===== config.mk =====
export PLATFORM = sky130hd
export DESIGN_NAME = pipeline_ctrl_flat
export DESIGN_NICKNAME = d
export VERILOG_FILES = /design/src/rtl/pipeline_ctrl_if.sv /design/src/rtl/pipeline_ctrl.sv /design/src/flat_wrapper.sv
export SDC_FILE = /design/constraint.sdc
export NUM_CORES = 1
export LEC_CHECK = 0
export ABC_AREA = 1
export CORE_UTILIZATION = 40
export DETAILED_ROUTE_END_ITERATION = 8
export PLACE_DENSITY = 0.79
export SKIP_LAST_GASP = 1
export SLEW_MARGIN = 20
export SYNTH_ARGS = -nofsm -noshare
export SYNTH_HDL_FRONTEND = slang
export SYNTH_SLANG_ARGS = --single-unit

===== constraint.sdc =====
create_clock -name clock -period 4.6 [get_ports clock]
set_input_delay 0.92 -clock clock [delete_from_list [all_inputs] [get_ports clock]]
set_output_delay 0.92 -clock clock [all_outputs]
set_load 0.005 [all_outputs]

===== src/rtl/pipeline_ctrl_if.sv =====
// rtl/pipeline_ctrl_if.sv - hazard/stall inputs and stage enable/flush outputs of pipeline_ctrl
// slave is the sequencer side; master is the datapath/integration side.

interface pipeline_ctrl_if;
  logic       id_ex_MemRead;
  logic [4:0] id_ex_WriteReg;
  logic [4:0] if_id_rs1;
  logic [4:0] if_id_rs2;
  logic       ex_branch_taken;
  logic       ex_mem_MemAccess;
  logic       dmem_ready;

  logic       pc_enable;
  logic       if_id_enable;
  logic       id_ex_enable;
  logic       ex_mem_enable;
  logic       mem_wb_enable;
  logic       if_id_flush;
  logic       id_ex_flush;
  logic       mem_wb_flush;
  logic       mem_error;

  modport slave (
    input  id_ex_MemRead, id_ex_WriteReg, if_id_rs1, if_id_rs2,
    input  ex_branch_taken, ex_mem_MemAccess, dmem_ready,
    output pc_enable, if_id_enable, id_ex_enable, ex_mem_enable, mem_wb_enable,
    output if_id_flush, id_ex_flush, mem_wb_flush, mem_error
  );

  modport master (
    output id_ex_MemRead, id_ex_WriteReg, if_id_rs1, if_id_rs2,
    output ex_branch_taken, ex_mem_MemAccess, dmem_ready,
    input  pc_enable, if_id_enable, id_ex_enable, ex_mem_enable, mem_wb_enable,
    input  if_id_flush, id_ex_flush, mem_wb_flush, mem_error
  );
endinterface


===== src/rtl/pipeline_ctrl.sv =====
// rtl/pipeline_ctrl.sv - five-stage pipeline sequencer: reset hold, memory wait/timeout, branch and load-use control
// Optional PIPE_PERF_CNT_EN adds stall_cycles / flush_events performance counters.

module pipeline_ctrl #(
  parameter int RESET_HOLD  = 2,
  parameter int MEM_TIMEOUT = 16
`ifdef PIPE_PERF_CNT_EN
  ,
  parameter int XLEN        = 32
`endif
) (
  input  logic                  clock,
  input  logic                  reset,
  pipeline_ctrl_if.slave        bus
`ifdef PIPE_PERF_CNT_EN
  ,
  output logic [XLEN-1:0]       stall_cycles,
  output logic [XLEN-1:0]       flush_events
`endif
);

  typedef enum logic [1:0] {
    S_HOLD     = 2'd0,
    S_RUN      = 2'd1,
    S_MEM_WAIT = 2'd2
  } state_e;

  // Output behaviour for the current cycle; the release cycle of MEM_WAIT reuses O_RUN.
  typedef enum logic [1:0] {
    O_FREEZE = 2'd0,
    O_STALL  = 2'd1,
    O_RUN    = 2'd2
  } out_mode_e;

  localparam logic [7:0] HOLD_INIT = 8'(RESET_HOLD - 1);
  localparam logic [7:0] WAIT_MAX  = 8'(MEM_TIMEOUT);

  state_e    state_q, state_d;
  logic [7:0] wcnt_q, wcnt_d;
  logic      mem_error_q, mem_error_d;
  out_mode_e mode;

  logic mem_stall;
  logic load_use;
  logic wait_expired;

  assign mem_stall    = bus.ex_mem_MemAccess & ~bus.dmem_ready;
  assign load_use     = bus.id_ex_MemRead && (bus.id_ex_WriteReg != 5'd0) &&
                        ((bus.id_ex_WriteReg == bus.if_id_rs1) ||
                         (bus.id_ex_WriteReg == bus.if_id_rs2));
  assign wait_expired = (wcnt_q >= WAIT_MAX);

  always_comb begin
    state_d     = state_q;
    wcnt_d      = wcnt_q;
    mem_error_d = mem_error_q;
    mode        = O_RUN;
    unique case (state_q)
      S_HOLD: begin
        mode = O_FREEZE;
        if (wcnt_q == 8'd0) begin
          state_d = S_RUN;
        end else begin
          wcnt_d = wcnt_q - 8'd1;
        end
      end
      S_RUN: begin
        if (mem_stall) begin
          mode    = O_STALL;
          state_d = S_MEM_WAIT;
          wcnt_d  = 8'd1;
        end
      end
      S_MEM_WAIT: begin
        if (!bus.dmem_ready && !wait_expired) begin
          mode   = O_STALL;
          wcnt_d = wcnt_q + 8'd1;
        end else begin
          state_d = S_RUN;
          if (!bus.dmem_ready) begin
            mem_error_d = 1'b1;
          end
        end
      end
      default: begin
        mode    = O_FREEZE;
        state_d = S_HOLD;
        wcnt_d  = HOLD_INIT;
      end
    endcase
    if (reset) begin
      mode = O_FREEZE;
    end
  end

  always_comb begin
    bus.pc_enable     = 1'b1;
    bus.if_id_enable  = 1'b1;
    bus.id_ex_enable  = 1'b1;
    bus.ex_mem_enable = 1'b1;
    bus.mem_wb_enable = 1'b1;
    bus.if_id_flush   = 1'b0;
    bus.id_ex_flush   = 1'b0;
    bus.mem_wb_flush  = 1'b0;
    unique case (mode)
      O_FREEZE: begin
        bus.pc_enable     = 1'b0;
        bus.if_id_enable  = 1'b0;
        bus.id_ex_enable  = 1'b0;
        bus.ex_mem_enable = 1'b0;
        bus.mem_wb_enable = 1'b0;
        bus.if_id_flush   = 1'b1;
        bus.id_ex_flush   = 1'b1;
        bus.mem_wb_flush  = 1'b1;
      end
      O_STALL: begin
        bus.pc_enable     = 1'b0;
        bus.if_id_enable  = 1'b0;
        bus.id_ex_enable  = 1'b0;
        bus.ex_mem_enable = 1'b0;
        bus.mem_wb_enable = 1'b0;
        bus.mem_wb_flush  = 1'b1;
      end
      default: begin
        // A taken branch squashes the load-use victim, so it outranks the hazard stall.
        if (bus.ex_branch_taken) begin
          bus.if_id_flush = 1'b1;
          bus.id_ex_flush = 1'b1;
        end else if (load_use) begin
          bus.pc_enable    = 1'b0;
          bus.if_id_enable = 1'b0;
          bus.id_ex_flush  = 1'b1;
        end
      end
    endcase
  end

  assign bus.mem_error = mem_error_q;

  always_ff @(posedge clock) begin
    if (reset) begin
      state_q     <= S_HOLD;
      wcnt_q      <= HOLD_INIT;
      mem_error_q <= 1'b0;
    end else begin
      state_q     <= state_d;
      wcnt_q      <= wcnt_d;
      mem_error_q <= mem_error_d;
    end
  end

`ifdef PIPE_PERF_CNT_EN
  logic [XLEN-1:0] stall_cycles_q, stall_cycles_d;
  logic [XLEN-1:0] flush_events_q, flush_events_d;
  logic            cnt_active;

  assign cnt_active = (state_q != S_HOLD);

  always_comb begin
    stall_cycles_d = stall_cycles_q;
    flush_events_d = flush_events_q;
    if (cnt_active && !bus.pc_enable) begin
      stall_cycles_d = stall_cycles_q + 1'b1;
    end
    if (cnt_active && (bus.if_id_flush || bus.id_ex_flush)) begin
      flush_events_d = flush_events_q + 1'b1;
    end
  end

  always_ff @(posedge clock) begin
    if (reset) begin
      stall_cycles_q <= '0;
      flush_events_q <= '0;
    end else begin
      stall_cycles_q <= stall_cycles_d;
      flush_events_q <= flush_events_d;
    end
  end

  assign stall_cycles = stall_cycles_q;
  assign flush_events = flush_events_q;
`endif

endmodule


===== src/flat_wrapper.sv =====
// flat-port wrapper written by rule: the top's interface ports become plain ports
module pipeline_ctrl_flat 
#(
  parameter int RESET_HOLD  = 2,
  parameter int MEM_TIMEOUT = 16

)
  (clock, reset, bus_id_ex_MemRead, bus_id_ex_WriteReg, bus_if_id_rs1, bus_if_id_rs2, bus_ex_branch_taken, bus_ex_mem_MemAccess, bus_dmem_ready, bus_pc_enable, bus_if_id_enable, bus_id_ex_enable, bus_ex_mem_enable, bus_mem_wb_enable, bus_if_id_flush, bus_id_ex_flush, bus_mem_wb_flush, bus_mem_error);
  pipeline_ctrl_if bus_i ();
  input  logic clock;
  input  logic reset;
  input wire logic [$bits(bus_i.id_ex_MemRead)-1:0] bus_id_ex_MemRead;
  input wire logic [$bits(bus_i.id_ex_WriteReg)-1:0] bus_id_ex_WriteReg;
  input wire logic [$bits(bus_i.if_id_rs1)-1:0] bus_if_id_rs1;
  input wire logic [$bits(bus_i.if_id_rs2)-1:0] bus_if_id_rs2;
  input wire logic [$bits(bus_i.ex_branch_taken)-1:0] bus_ex_branch_taken;
  input wire logic [$bits(bus_i.ex_mem_MemAccess)-1:0] bus_ex_mem_MemAccess;
  input wire logic [$bits(bus_i.dmem_ready)-1:0] bus_dmem_ready;
  output wire logic [$bits(bus_i.pc_enable)-1:0] bus_pc_enable;
  output wire logic [$bits(bus_i.if_id_enable)-1:0] bus_if_id_enable;
  output wire logic [$bits(bus_i.id_ex_enable)-1:0] bus_id_ex_enable;
  output wire logic [$bits(bus_i.ex_mem_enable)-1:0] bus_ex_mem_enable;
  output wire logic [$bits(bus_i.mem_wb_enable)-1:0] bus_mem_wb_enable;
  output wire logic [$bits(bus_i.if_id_flush)-1:0] bus_if_id_flush;
  output wire logic [$bits(bus_i.id_ex_flush)-1:0] bus_id_ex_flush;
  output wire logic [$bits(bus_i.mem_wb_flush)-1:0] bus_mem_wb_flush;
  output wire logic [$bits(bus_i.mem_error)-1:0] bus_mem_error;
  assign bus_i.id_ex_MemRead = bus_id_ex_MemRead;
  assign bus_i.id_ex_WriteReg = bus_id_ex_WriteReg;
  assign bus_i.if_id_rs1 = bus_if_id_rs1;
  assign bus_i.if_id_rs2 = bus_if_id_rs2;
  assign bus_i.ex_branch_taken = bus_ex_branch_taken;
  assign bus_i.ex_mem_MemAccess = bus_ex_mem_MemAccess;
  assign bus_i.dmem_ready = bus_dmem_ready;
  assign bus_pc_enable = bus_i.pc_enable;
  assign bus_if_id_enable = bus_i.if_id_enable;
  assign bus_id_ex_enable = bus_i.id_ex_enable;
  assign bus_ex_mem_enable = bus_i.ex_mem_enable;
  assign bus_mem_wb_enable = bus_i.mem_wb_enable;
  assign bus_if_id_flush = bus_i.if_id_flush;
  assign bus_id_ex_flush = bus_i.id_ex_flush;
  assign bus_mem_wb_flush = bus_i.mem_wb_flush;
  assign bus_mem_error = bus_i.mem_error;
  pipeline_ctrl #(.RESET_HOLD(RESET_HOLD), .MEM_TIMEOUT(MEM_TIMEOUT)) u_core (.clock(clock), .reset(reset), .bus(bus_i));
endmodule

==> results.txt <==
status = finished clean
Syn. warnings = 0
CP max FO = 5
Yosys reg bits = 11
Post-synth top flop = dfxtp_1
number of flops mapped to enable cells by yosys = 0
antenna violations before repair = 0
Synth Instances = 178
Distinct cells, synth = 27
first-pass GRT wire length = 4.26 mm
kind of start point of the critical path = input port
Max Slew Vio Count = 0
Die Width = 55.3 um
CTS Buf Count = 3
Hold Vio Cnt, Final = 0
setup_tns = 0 ps
DR WL/cell = 10.3 um
crit path capture type = output port
Critical Path Slowest Stage Cell = clkdlybuf4s50_1
critical path class = in -> out
TritonCTS clock tree = done
Die Y-Extent = 55.3 um
Max Cap Viol = 0
placed inst area = 1430 um2
register area share after synthesis = 19.4%
maximum ir drop on the vdd rail = 0.456 mV
drt first pass iters = 4
PwrDens = 716 nW/um2
# rows = 18
Fmax = 280 MHz
CP delay by family, top = buffers and inverters
Initial Util = 43.9%
DR vias = 1,123
Largest stage delay, worst path = 500 ps
fin area = 1460 um2
clk sinks = 11
syn avg cell area = 6.39 um2
Root Driver = clkbuf_4
IO Count = 30
Finish-stage setup viols = 0
grt total ovfl = 0
Vias/cell = 4.76
CTS Hold Bufs = 0
vias in the first global route = 1,043
final WL = 2.43 mm
CP bufs+invs = 6
Worst Skew = 0.328 ps
H-tree levels = 1
Post-Place Cells = 232
ys async rst share = 0%
Core ar. = 2590 um2
post-CTS setup buffer count = 0
fin nets = 238
die area = 3060 um2
RSZ-0062 raised after global routing = false
Hold Slack = 484 ps
leakage = 0.708 nW
Rel. slew slack = 71.8%
largest net degree at the start of global routing = 11
port buffer count = 29
worst-case clock buffer depth = 2
Worst EP arrival = 2650 ps
global-route total usage across every layer = 16.7%
final core occ = 56.4%
Hold Crit Class = reg -> reg
area grow syn2layout = 28.5%
layout cells sized above 1 = 9.22%
crit path time final = 3570 ps
Post-DP HPWL = 2.04 mm
area of the mapped netlist = 1140 um2
# DRC = 0
Cell Chain, Critical Path = clkdlybuf4s50_1, inv_1, nand2_1, nand2_1, inv_1, a21oi_1, inv_1, nand2_1, inv_1, nand3_1, nand2_1, clkdlybuf4s50_1
fin crit share = 77.5%
ANT cells = 0
final std cells w/o fill = 236
CTS resizes = 0
CTS clk-pin slew, worst paths = 80 ps
Clock Latency Late Sink = 270 ps
Required @ worst endpoint = 3680 ps
worst-margin pin slew = 421 ps
initial DRC count = 22
Final ANT Viol Nets = 0
GPL Wtd Cong = 0.820
fill count = 242
Synthesized Nets = 209
[layer usage]
metal,global-route usage [%],share of wire (%),vias to the layer above
met4,3.93,0.70,0
met5,0,0,-
met1,20.3,46,489
li1,-,-,611
met3,2.58,3.3,3
met2,30.5,50,20
[metrics by stage]
stage | power [mW] | setup WS (ps)
finish | 1.05 | 1030
global route | 1.18 | 876
CTS | 1.05 | 1030
detailed placement | 0.980 | 1030
global placement | 0.973 | 1090
floorplan | 0.811 | 1850
[state kept, by name (all words and copies together), names as in the netlist]
register and cells:
u_core.wcnt_q 8, u_core.state_q 2, u_core.bus.mem_error 1
[synth_stat cells (2+ instances only)]
cell type	count	area, um2
xor2_1	11	96.3
dfxtp_1	11	220
xnor2_1	3	26.3
a21oi_1	10	50.1
nand2_1	43	161
nor2_1	23	86.3
nand3b_1	2	15.0
ha_1	9	113
nand2_2	3	18.8
buf_4	3	22.5
nand3_1	8	40.0
a21oi_2	2	17.5
nor2_2	5	31.3
o21ai_0	6	30.0
inv_1	27	101
[layout by cell type, fill, tap and decap left out, types with 5 or more instances in the layout]
| cell | instances |
|---|---|
| nand3_1 | 8 |
| a21oi_1 | 10 |
| clkdlybuf4s50_1 | 29 |
| nand2_1 | 43 |
| inv_1 | 27 |
| nor2_2 | 5 |
| nor2_1 | 23 |
| xor2_1 | 11 |
| dfxtp_1 | 11 |
| o21ai_0 | 6 |
| ha_1 | 9 |
[area by class of cell]
type	instances	area (um2)	area share, %
clock buffers	3	22.5	1.54
clock inverters	1	5.00	0.342
inverters	28	108	7.36
multi-input cells	134	778	53.3
flip-flops and latches	11	220	15.1
well taps	30	37.5	2.57
repair buffers	29	290	19.9
[tightest hold or removal path, stage by stage, from the launching register on]
cell,delay (ps)
dfxtp_1,330
a31oi_1,50
nor2_1,70
[cells by family (layout without fill, tap and decap cells)]
kind of cell	count (synthesis)	after routing	synth area share, %
AO/OA/AOI/OAI	21	21	10.5
XOR/XNOR	14	14	10.8
adder cells (fa/ha/maj)	10	10	11.7
buffers and inverters	33	61	12.2
flip-flops	11	11	19.4
AND/OR/NAND/NOR	89	89	35.5
[power by group]
group,switching [mW],total [mW],internal [mW]
combinational,0.479,0.814,0.335
sequential,0.0297,0.164,0.134
clock,0.0355,0.0677,0.0322
total,0.544,1.05,0.501
[final timing paths]
check,startpoint,endpoint,slack (ps),cells after the start
worst min-delay path,u_core.bus.mem_error,u_core.bus.mem_error,480,2
worst max-delay path,bus_dmem_ready,bus_id_ex_flush,1030,12
worst min register to register,u_core.bus.mem_error,u_core.bus.mem_error,480,2
worst max register to register,u_core.state_q[0],u_core.wcnt_q[5],2330,11
(Power assumes the default switching activity.)
